==> config.mk <==
export PLATFORM = sky130hd
export DESIGN_NAME = fetch_ctrl
export DESIGN_NICKNAME = d
export VERILOG_FILES = /design/src/rtl/fetch_ctrl.sv
export SDC_FILE = /design/constraint.sdc
export NUM_CORES = 1
export LEC_CHECK = 0
export ABC_AREA = 1
export CORE_ASPECT_RATIO = 0.7
export CORE_MARGIN = 2
export CORE_UTILIZATION = 44
export CTS_BUF_LIST = sky130_fd_sc_hd__clkbuf_16
export CTS_CLUSTER_SIZE = 20
export DETAILED_ROUTE_END_ITERATION = 12
export PLACE_DENSITY = 0.92
export SLEW_MARGIN = 20
export SYNTH_ARGS = -nofsm -noshare
export SYNTH_HDL_FRONTEND = slang
export SYNTH_SLANG_ARGS = --single-unit
==> constraint.sdc <==
create_clock -name CLK -period 4.4 [get_ports CLK]
set_input_delay 0.88 -clock CLK [delete_from_list [all_inputs] [get_ports CLK]]
set_output_delay 0.88 -clock CLK [all_outputs]
set_load 0.02 [all_outputs]
==> src/rtl/fetch_ctrl.sv <==
// Instruction-fetch sequencer: owns the PC, fetches over req/ack, issues over valid/ready,
// and holds fetch on JAL/JALR/BRANCH until execute resolves. Optional counters: FETCH_PERF_CNT_EN.
module fetch_ctrl #(
  parameter logic [31:0] RESET_PC = 32'h0000_0000
) (
  input  logic        CLK,
  input  logic        RESET,
  output logic        imem_req,
  output logic [31:0] imem_addr,
  input  logic        imem_ack,
  input  logic [31:0] imem_rdata,
  output logic        inst_valid,
  output logic [31:0] inst,
  output logic [31:0] inst_pc,
  input  logic        inst_ready,
  input  logic        br_resolved,
  input  logic        br_taken,
  input  logic [31:0] br_target,
  output logic [31:0] fetch_pc,
  output logic        ct_pending,
  output logic [31:0] perf_retired,
  output logic [31:0] perf_stall
);

  typedef enum logic [1:0] {FETCH, ISSUE, RESOLVE} state_t;

  localparam logic [6:0] OP_JAL    = 7'b1101111;
  localparam logic [6:0] OP_JALR   = 7'b1100111;
  localparam logic [6:0] OP_BRANCH = 7'b1100011;

  state_t      state, nxt;
  logic [31:0] pc_nxt;
  logic        fetch_done, is_ct, is_branch;

  // Opcode comes from the latched word so decode stalls never see a changing opcode.
  assign is_branch = (inst[6:0] == OP_BRANCH);
  assign is_ct     = is_branch || (inst[6:0] == OP_JAL) || (inst[6:0] == OP_JALR);
  assign fetch_done = imem_req && imem_ack;
  assign imem_addr  = fetch_pc;

  always_comb begin
    nxt    = state;
    pc_nxt = fetch_pc;
    case (state)
      FETCH: if (fetch_done) nxt = ISSUE;
      ISSUE: begin
        if (inst_ready) begin
          if (is_ct) begin
            nxt = RESOLVE;
          end else begin
            nxt    = FETCH;
            pc_nxt = fetch_pc + 32'd4;
          end
        end
      end
      RESOLVE: begin
        if (br_resolved) begin
          nxt    = FETCH;
          pc_nxt = (is_branch && !br_taken) ? fetch_pc + 32'd4
                                            : (br_target & 32'hFFFF_FFFC);
        end
      end
      default: nxt = FETCH;
    endcase
  end

  // Handshake outputs are registered from the next state; imem_req stays low during reset.
  always_ff @(posedge CLK) begin
    if (RESET) begin
      state      <= FETCH;
      fetch_pc   <= RESET_PC;
      inst       <= 32'h0;
      inst_pc    <= 32'h0;
      imem_req   <= 1'b0;
      inst_valid <= 1'b0;
      ct_pending <= 1'b0;
    end else begin
      state      <= nxt;
      fetch_pc   <= pc_nxt;
      imem_req   <= (nxt == FETCH);
      inst_valid <= (nxt == ISSUE);
      ct_pending <= (nxt == RESOLVE);
      if (state == FETCH && fetch_done) begin
        inst    <= imem_rdata;
        inst_pc <= fetch_pc;
      end
    end
  end

`ifdef FETCH_PERF_CNT_EN
  logic [31:0] retired_q, stall_q;
  logic        retire_ev, stall_ev;

  assign retire_ev = (state == ISSUE) && inst_ready;
  assign stall_ev  = (imem_req && !imem_ack) || (state == RESOLVE && !br_resolved);

  // Saturating counters.
  always_ff @(posedge CLK) begin
    if (RESET) begin
      retired_q <= 32'h0;
      stall_q   <= 32'h0;
    end else begin
      if (retire_ev && retired_q != 32'hFFFF_FFFF) retired_q <= retired_q + 32'd1;
      if (stall_ev && stall_q != 32'hFFFF_FFFF)    stall_q   <= stall_q + 32'd1;
    end
  end

  assign perf_retired = retired_q;
  assign perf_stall   = stall_q;
`else
  assign perf_retired = 32'h0;
  assign perf_stall   = 32'h0;
`endif

endmodule

# Word-level counts from Yosys, hierarchy flattened
# Index checks and enable logic that the tools add are counted.
[word_totals] regBits=101 inputBits=70 word_cells=38 out_inout_bits=195
[classes] reduce_logical=10 muxes=10 add_sub_neg=1 eq_ne=10
[op_table] op="2-to-1 mux 32 bit" n=4
[op_table] op="case mux 32 bit (2 select lines)" n=1
[op_table] op="adder 32 x 3 -> 32 bit, second input constant" n=1
[op_table] op="equality test 7 bit, second input constant" n=3
[op_table] op="2-to-1 mux 2 bit" n=4
[op_table] op="!= test 2 bit, second input constant" n=3
[op_table] op="case mux 2 bit (3 select lines)" n=1
[op_table] op="equality test 2 x 1 -> 1 bit, second input constant" n=2
[op_table] op="equality test 2 bit, second input constant" n=2
[op_table] op="logical NOT 2 bit" n=2
[op_table] op="AND reduction 4 bit" n=1
[op_table] op="logical AND 1 bit" n=3
[op_table] op="logical OR 1 bit" n=2
[op_table] op="nonzero test 2 bit" n=1
[op_table] op="logical NOT 1 bit" n=1

# Logic depth before layout (Yosys ltp)
# Gate-level depths: netlist (run 1).
[depth] ltp_word=7 mapped_depth=10 ltp_nobuf=10

# Worst setup path after synthesis (run 1)
# OpenSTA, ideal clock, no wires.
[synth_timing] path_type="input -> register" start="in br_taken" end="reg fetch_pc[29]" setup_time_ps=132 required_ps=4268 cell_stages=8 arrival_time_ps=1680 slack_ps=2587 n_path_buf=2 path_cell_list="nor2_1 -> nand3_1 -> nand2_2 -> buf_2 -> buf_2 -> nand3_1 -> nand2_1 -> a21oi_1"
[synth_between] elab_chain_len=5
[synth_rtl] item="start: declaration" line_no="17" source="input logic br_taken,"
[synth_rtl] item="logical NOT 1 bit" line_no="59" source="pc_nxt = (is_branch && !br_taken) ? fetch_pc + 32'd4"
[synth_rtl] item="logical AND 1 bit" line_no="59"
[synth_rtl] item="2-to-1 mux 32 bit" line_no="59"
[synth_rtl] item="2-to-1 mux 32 bit" line_no="57" source="if (br_resolved) begin"
[synth_rtl] item="case mux 32 bit (2 select lines)" line_no="44" source="case (state)"
[synth_rtl] item="end signal: assignment" line_no="79" source="fetch_pc <= pc_nxt;"
[synth_rtl] item="end: declaration" line_no="19" source="output logic [31:0] fetch_pc,"
# Every way passes these cells. The select of a mux whose other input is x is not followed.
# A chain may end at the register's enable or synchronous reset.

==> flow_summary.json, run 1 <==
{
  "total_power_mw": 2.10,
  "final_common_cell": "clkdlybuf4s50_1",
  "synth_top_family_by_area": "simple AND/OR/NAND/NOR gates",
  "grt_pass1_wl_um": 23200,
  "cap_violations": 0,
  "hold_viol_final": 0,
  "grt-ovfl-total": 0,
  "crit_path_cell_trace": "clkdlybuf4s50_1 -> buf_4 -> inv_1 -> buf_12 -> o21ai_0 -> a21oi_1",
  "finalWeightedCongestion": 0.990,
  "hp-start": "inst_pc[6]",
  "synth.area.top_cells": "dfxtp_1 (37%), buf_4 (15%), nor2_1 (13%), nand2_1 (10%), o21ai_0 (7.5%)",
  "r2r_cells": 10,
  "cp_max_fo": 36,
  "cts_sinks": 97,
  "fin_skew_ns": 0.00855,
  "setup_viol": 0,
  "synth-simple-area-share_pct": 29.9,
  "whs_ns": 0.481,
  "initialDrtViolationCount": 425,
  "cp-start-kind": "input port",
  "clkTransAtPathRegs_ns": 0.07,
  "synth-seq-cells": 97,
  "grt_use_total_pct": 22.8,
  "pin_count": 265,
  "tightest_slew_ns": 0.871,
  "antenna_left": 0,
  "cp_top_family": "buffers and inverters",
  "clock_path_buffers": 2,
  "hold_end": "inst_pc[6]",
  "wire_per_inst_um": 14.0,
  "grt_max_degree": 55,
  "worstPathRequired_ns": 4.66,
  "cp_slowest_cell": "inv_1",
  "synth_mux_area_share_pct": 0,
  "syn2layout_area_growth_pct": 33.9,
  "finalWorstSetupSlack_ns": 1.88,
  "syn_area_um2": 5310,
  "rsz0062_at_grt": "false",
  "drt-pass1-iter-count": 5,
  "layout_common_cells": "clkdlybuf4s50_1 (192), nor2_1 (187), nand2_1 (146), dfxtp_1 (97), o21ai_0 (80)",
  "drive_gt1_share_pct": 4.10,
  "drt_wl_total_um": 15500,
  "start_util_pct": 45.3,
  "layout.nets": 1018,
  "cts_tree": "built",
  "max_freq_mhz": 397,
  "seq_area_frac_synth_pct": 36.6,
  "die_w_um": 135,
  "placed_cells": 1093,
  "coreArea_um2": 11700,
  "tns_ns": 0,
  "grt_pass1_vias": 4624,
  "synthXorXnorAreaFrac_pct": 0.165,
  "critPathKind": "input port to flip-flop",
  "timing.final.crit_period_ns": 2.52,
  "port-buffer-count": 192,
  "yosys_warnings": 0,
  "hp-class": "flip-flop to flip-flop",
  "rr_startpoint": "inst[5]",
  "die-height_um": 95.9,
  "avgSynthCellArea_um2": 6.61,
  "p_per_area_nw_per_um2": 296,
  "finalMaxSlewViolations": 0,
  "synth_top_area_share_pct": 36.6,
  "htree_levels": 3,
  "worst_path_largest_cell_delay_ns": 0.68,
  "arrival_ns": 2.78,
  "ir_drop_v": 0.000188,
  "dp_hpwl_um": 11500,
  "clkLatencyLatePin_ns": 0.34,
  "vias_per_cell": 4.82,
  "post-place-ws_ns": 1.55,
  "r2r_end": "fetch_pc[4]",
  "slew_headroom_pct": 41.9,
  "p_leak_nw": 2.78,
  "synth-compound-area-share_pct": 13.3,
  "insertedDiodeCount": 0,
  "min_path_cells": 2,
  "fp-row-count": 33,
  "crit_buf_inv": 4,
  "dieArea_um2": 13000,
  "cts.hold.buffers_added": 0,
  "synth_top_cell_by_area": "dfxtp_1",
  "antenna_found_initial": 0,
  "outcome": "finished, final reports clean",
  "reg2reg_slack_ns": 2.39,
  "vias": 5337,
  "synth.distinct_cells": 24,
  "root_buffer": "clkbuf_16",
  "period_share_pct": 57.2,
  "syn_inst": 804,
  "synth_adder_area_share_pct": 0.236,
  "fin_cells": 1108,
  "drc_errors": 0,
  "ctsResizeCount": 0,
  "worst_setup_path_end_kind": "flip-flop",
  "cts_made_buffers": 9,
  "post_cts_buffers": 0
}
==> logic make-up (layout without fill, tap and decap cells) <==
group	Yosys count	after routing
DFF	97	97
xor gates and xnor gates	1	1
and+or+nand+nor	390	390
other	1	70
adders and majority gates	1	1
AOI/OAI and AO/OA	140	140
buffers and inverters	174	252
==> worst max-delay path by stage <==
stage | from | slack, ns | end | cells after the start
2_1_floorplan | br_taken | 2.59 | fetch_pc[29] | 8
3_3_place_gp | br_taken | 1.60 | fetch_pc[4] | 10
3_5_place_dp | RESET | 1.55 | inst_pc[31] | 6
4_1_cts | RESET | 1.87 | inst_pc[31] | 6
5_1_grt | br_taken | 1.68 | fetch_pc[8] | 8
6_report | RESET | 1.88 | inst_pc[31] | 6
==> cell type report <==
class | count | area [µm²]
Clock buffer | 9 | 225
Clock inverter | 6 | 51.3
Fill cell | 1118 | 4610
Inverter | 40 | 150
Multi-Input combinational cell | 602 | 2570
Sequential cell | 97 | 1940
Tap cell | 157 | 196
Timing Repair Buffer | 197 | 1970
==> synthesized netlist by cell type <==
cell        n
xor2_1      1
nand3b_1    6
or2_2       1
ha_1        1
buf_2      11
o21ai_1     7
inv_2       2
a21oi_1    52
nand2_2     5
o21ai_0    80
nand2_1   146
nand2_4     1
nand4_1     2
nor2_4      2
clkinv_1    2
dfxtp_1    97
a21oi_2     1
inv_1      36
buf_4     103
nor2_1    187
conb_1      1
nand3_1    34
clkbuf_1   20
nor2_2      6
==> sequential cells by signal, indices dropped and copies added, names as in the netlist <==
signal and count:
ct_pending 1, fetch_pc 30, imem_req 1, inst 32, inst_pc 30, inst_valid 1, state 2
==> per-stage QoR <==
stage	util, %	instance area [µm²]
2_1_floorplan	-	5570
5_1_grt	60.6	7110
3_3_place_gp	58.3	6840
4_1_cts	60.6	7110
3_5_place_dp	58.3	6840
6_report	60.6	7110
==> per-layer routing <==
metal	GRT usage, %	up-vias	wire length [µm]
li1	-	2660	-
met1	28.8	2443	6590
met2	39.3	222	7390
met3	6.21	12	1370
met4	5.03	0	127
met5	0	-	0
==> report_power, final <==
group | leakage [nW] | internal (mW) | total [mW] | switching (mW)
Sequential | 0.792 | 0.925 | 0.956 | 0.0312
Clock | 0.126 | 0.388 | 0.741 | 0.353
Combinational | 1.86 | 0.172 | 0.406 | 0.234
Total | 2.78 | 1.49 | 2.10 | 0.618
==> tightest hold or removal path, delay by kind of cell, from the launching register on <==
kind	cells	cell delay [ns]
and+or+nand+nor	2	0.12
DFF	1	0.33
(Power assumes the default switching activity.)
==> inputs of run 2 (changes only) <==
--- a/config.mk
+++ b/config.mk
@@ -8,11 +8,11 @@
 export ABC_AREA = 1
 export CORE_ASPECT_RATIO = 0.7
 export CORE_MARGIN = 2
-export CORE_UTILIZATION = 44
+export CORE_UTILIZATION = 37
 export CTS_BUF_LIST = sky130_fd_sc_hd__clkbuf_16
 export CTS_CLUSTER_SIZE = 20
 export DETAILED_ROUTE_END_ITERATION = 12
-export PLACE_DENSITY = 0.92
+export PLACE_DENSITY = 0.83
 export SLEW_MARGIN = 20
 export SYNTH_ARGS = -nofsm -noshare
 export SYNTH_HDL_FRONTEND = slang
==> constraint.sdc (replaced) <==
create_clock -name CLK -period 2.3 [get_ports CLK]
set_input_delay 0.46 -clock CLK [delete_from_list [all_inputs] [get_ports CLK]]
set_output_delay 0.46 -clock CLK [all_outputs]
set_load 0.02 [all_outputs]
==> run 2 against run 1 <==
Cell area rose by 1.3%; worst hold slack improved by 0.0025 ns; wire length rose by 2.1%; flip-flop and latch count did not move.
==> flow_summary.json, run 2 (synthesized netlist as in run 1, its figures left out) <==
{
  "antenna_found_initial": 0,
  "seq_area_um2": 1940,
  "switching_share_pct": 29.8,
  "grt_pass1_wl_um": 24200,
  "antenna_left": 0,
  "p_int_mw": 2.85,
  "drc_errors": 0,
  "timing.final.crit_period_ns": 2.01,
  "clkLatencyLatePin_ns": 0.34,
  "vias": 5279,
  "insertedDiodeCount": 0,
  "coreArea_um2": 14000,
  "final_area_um2": 7210,
  "ir_drop_v": 0.000386,
  "final_common_cell": "clkdlybuf4s50_1",
  "pin_count": 265,
  "ctsResizeCount": 0,
  "grt_pass1_vias": 4577,
  "cap_violations": 0,
  "critPathKind": "flip-flop to primary output",
  "r2r_cells": 10,
  "dieArea_um2": 15300,
  "setup_viol": 0,
  "cp_max_fo": 8,
  "post_cts_buffers": 0,
  "reg2reg_slack_ns": 0.46,
  "power_frac_seq_pct": 45.0,
  "outcome": "finished, final reports clean",
  "hp-class": "flip-flop to flip-flop",
  "root_buffer": "clkbuf_16",
  "worst_path_largest_cell_delay_ns": 0.69,
  "fp-row-count": 36,
  "dpl-instance-area_um2": 6910,
  "crit_cells": 1,
  "die-height_um": 104,
  "nFillCells": 1392,
  "finalWeightedCongestion": 0.941,
  "r2r_end": "fetch_pc[16]",
  "die_w_um": 147,
  "p_per_area_nw_per_um2": 564,
  "dp_hpwl_um": 11800,
  "grt_max_degree": 50,
  "max_freq_mhz": 497,
  "fin_skew_ns": 0.00541,
  "rsz0062_at_grt": "false",
  "cp_top_family": "buffers and inverters",
  "cp_slowest_cell": "clkdlybuf4s50_1",
  "drive_gt1_share_pct": 4.70,
  "cp-start-kind": "flip-flop",
  "largest_reg_flops": 32,
  "crit_buf_inv": 1,
  "whs_ns": 0.484,
  "wire_per_inst_um": 13.8,
  "cts_sinks": 97,
  "total_power_mw": 4.06,
  "htree_levels": 3,
  "clock_path_buffers": 2,
  "multi_input_area_um2": 2570,
  "drt_wl_total_um": 15800,
  "layout.nets": 1023,
  "layout_common_cells": "clkdlybuf4s50_1 (192), nor2_1 (187), nand2_1 (146), dfxtp_1 (97), o21ai_0 (80)",
  "hold_viol_final": 0,
  "clkTransAtPathRegs_ns": 0.07,
  "period_share_pct": 87.5,
  "grt-ovfl-total": 0,
  "reg_top3": "inst: 32 flops, fetch_pc: 30 flops, inst_pc: 30 flops",
  "regMostFlops": "inst",
  "tns_ns": 0,
  "p_leak_nw": 2.81,
  "worstPathRequired_ns": 1.84,
  "worst_setup_path_end_kind": "primary output",
  "initialDrtViolationCount": 382,
  "finalMaxSlewViolations": 0,
  "clkPwrFrac_pct": 36.0,
  "grt_use_total_pct": 19.6,
  "rr_startpoint": "fetch_pc[3]",
  "crit_path_cell_trace": "clkdlybuf4s50_1",
  "arrival_ns": 1.55,
  "cp-startpoint": "fetch_pc[22]",
  "vias_per_cell": 4.60,
  "port-buffer-count": 192,
  "switching_power_mw": 1.21,
  "crit_end": "imem_addr[22]",
  "syn2layout_area_growth_pct": 35.7,
  "drt-pass1-iter-count": 6,
  "power.share.combinational_pct": 19.1,
  "cts.hold.buffers_added": 0,
  "start_util_pct": 38.0,
  "cts_tree": "built",
  "cts_made_buffers": 9
}
run 2: worst min-delay path by stage:
stage	start	to	slack [ns]	depth (start not counted)
floorplan	inst[2]	inst[2]	0.55	2
global placement	inst_pc[8]	inst_pc[8]	0.46	2
detailed placement	inst_pc[21]	inst_pc[21]	0.47	2
CTS	inst_pc[21]	inst_pc[21]	0.49	2
global route	inst_pc[21]	inst_pc[21]	0.51	2
finish	inst_pc[21]	inst_pc[21]	0.48	2
run 2: area by class of cell:
| cell class | count | area share, % |
|---|---|---|
| Clock buffer | 9 | 3.13 |
| Clock inverter | 7 | 0.938 |
| Inverter | 40 | 2.08 |
| Multi-Input combinational cell | 602 | 35.7 |
| Sequential cell | 97 | 26.9 |
| Tap cell | 190 | 3.30 |
| Timing Repair Buffer | 202 | 27.9 |
run 2: per-layer routing:
metal | vias up | share of wire [%] | global-route usage (%)
met4 | 0 | 0.83 | 3.71
met2 | 225 | 44 | 29.6
li1 | 2676 | - | -
met5 | - | 0 | 0
met3 | 10 | 9.7 | 5.00
met1 | 2368 | 46 | 28.3
run 2: per-stage QoR:
stage / setup slack (ns) / cells / utilization, %
global route: 0.225 / 1147 / 51.6
finish: 0.288 / 1147 / 51.6
global placement: 0.156 / 1131 / 49.5
floorplan: 0.667 / 873 / -
CTS: 0.286 / 1147 / 51.6
detailed placement: 0.136 / 1131 / 49.5
run 2: power groups by stage:
stage                     registers (mW)  logic [mW]  clock network, mW
after floorplan                     1.97       0.412                  0
after global placement              1.86       0.768                  0
after detailed placement            1.87       0.772                  0
after CTS                           1.83       0.776               1.50
after global routing                1.84       0.835               1.57
final                               1.83       0.775               1.46
==> inputs of run 3 (changes only) <==
--- a/config.mk
+++ b/config.mk
@@ -6,10 +6,10 @@
 export NUM_CORES = 1
 export LEC_CHECK = 0
 export ABC_AREA = 1
+export CAP_MARGIN = 0
 export CORE_ASPECT_RATIO = 0.7
 export CORE_MARGIN = 2
 export CORE_UTILIZATION = 37
-export CTS_BUF_LIST = sky130_fd_sc_hd__clkbuf_16
 export CTS_CLUSTER_SIZE = 20
 export DETAILED_ROUTE_END_ITERATION = 12
 export PLACE_DENSITY = 0.83
==> results of run 3 <==
Same layout as run 2: the final DEF is identical, and so are final timing and power.
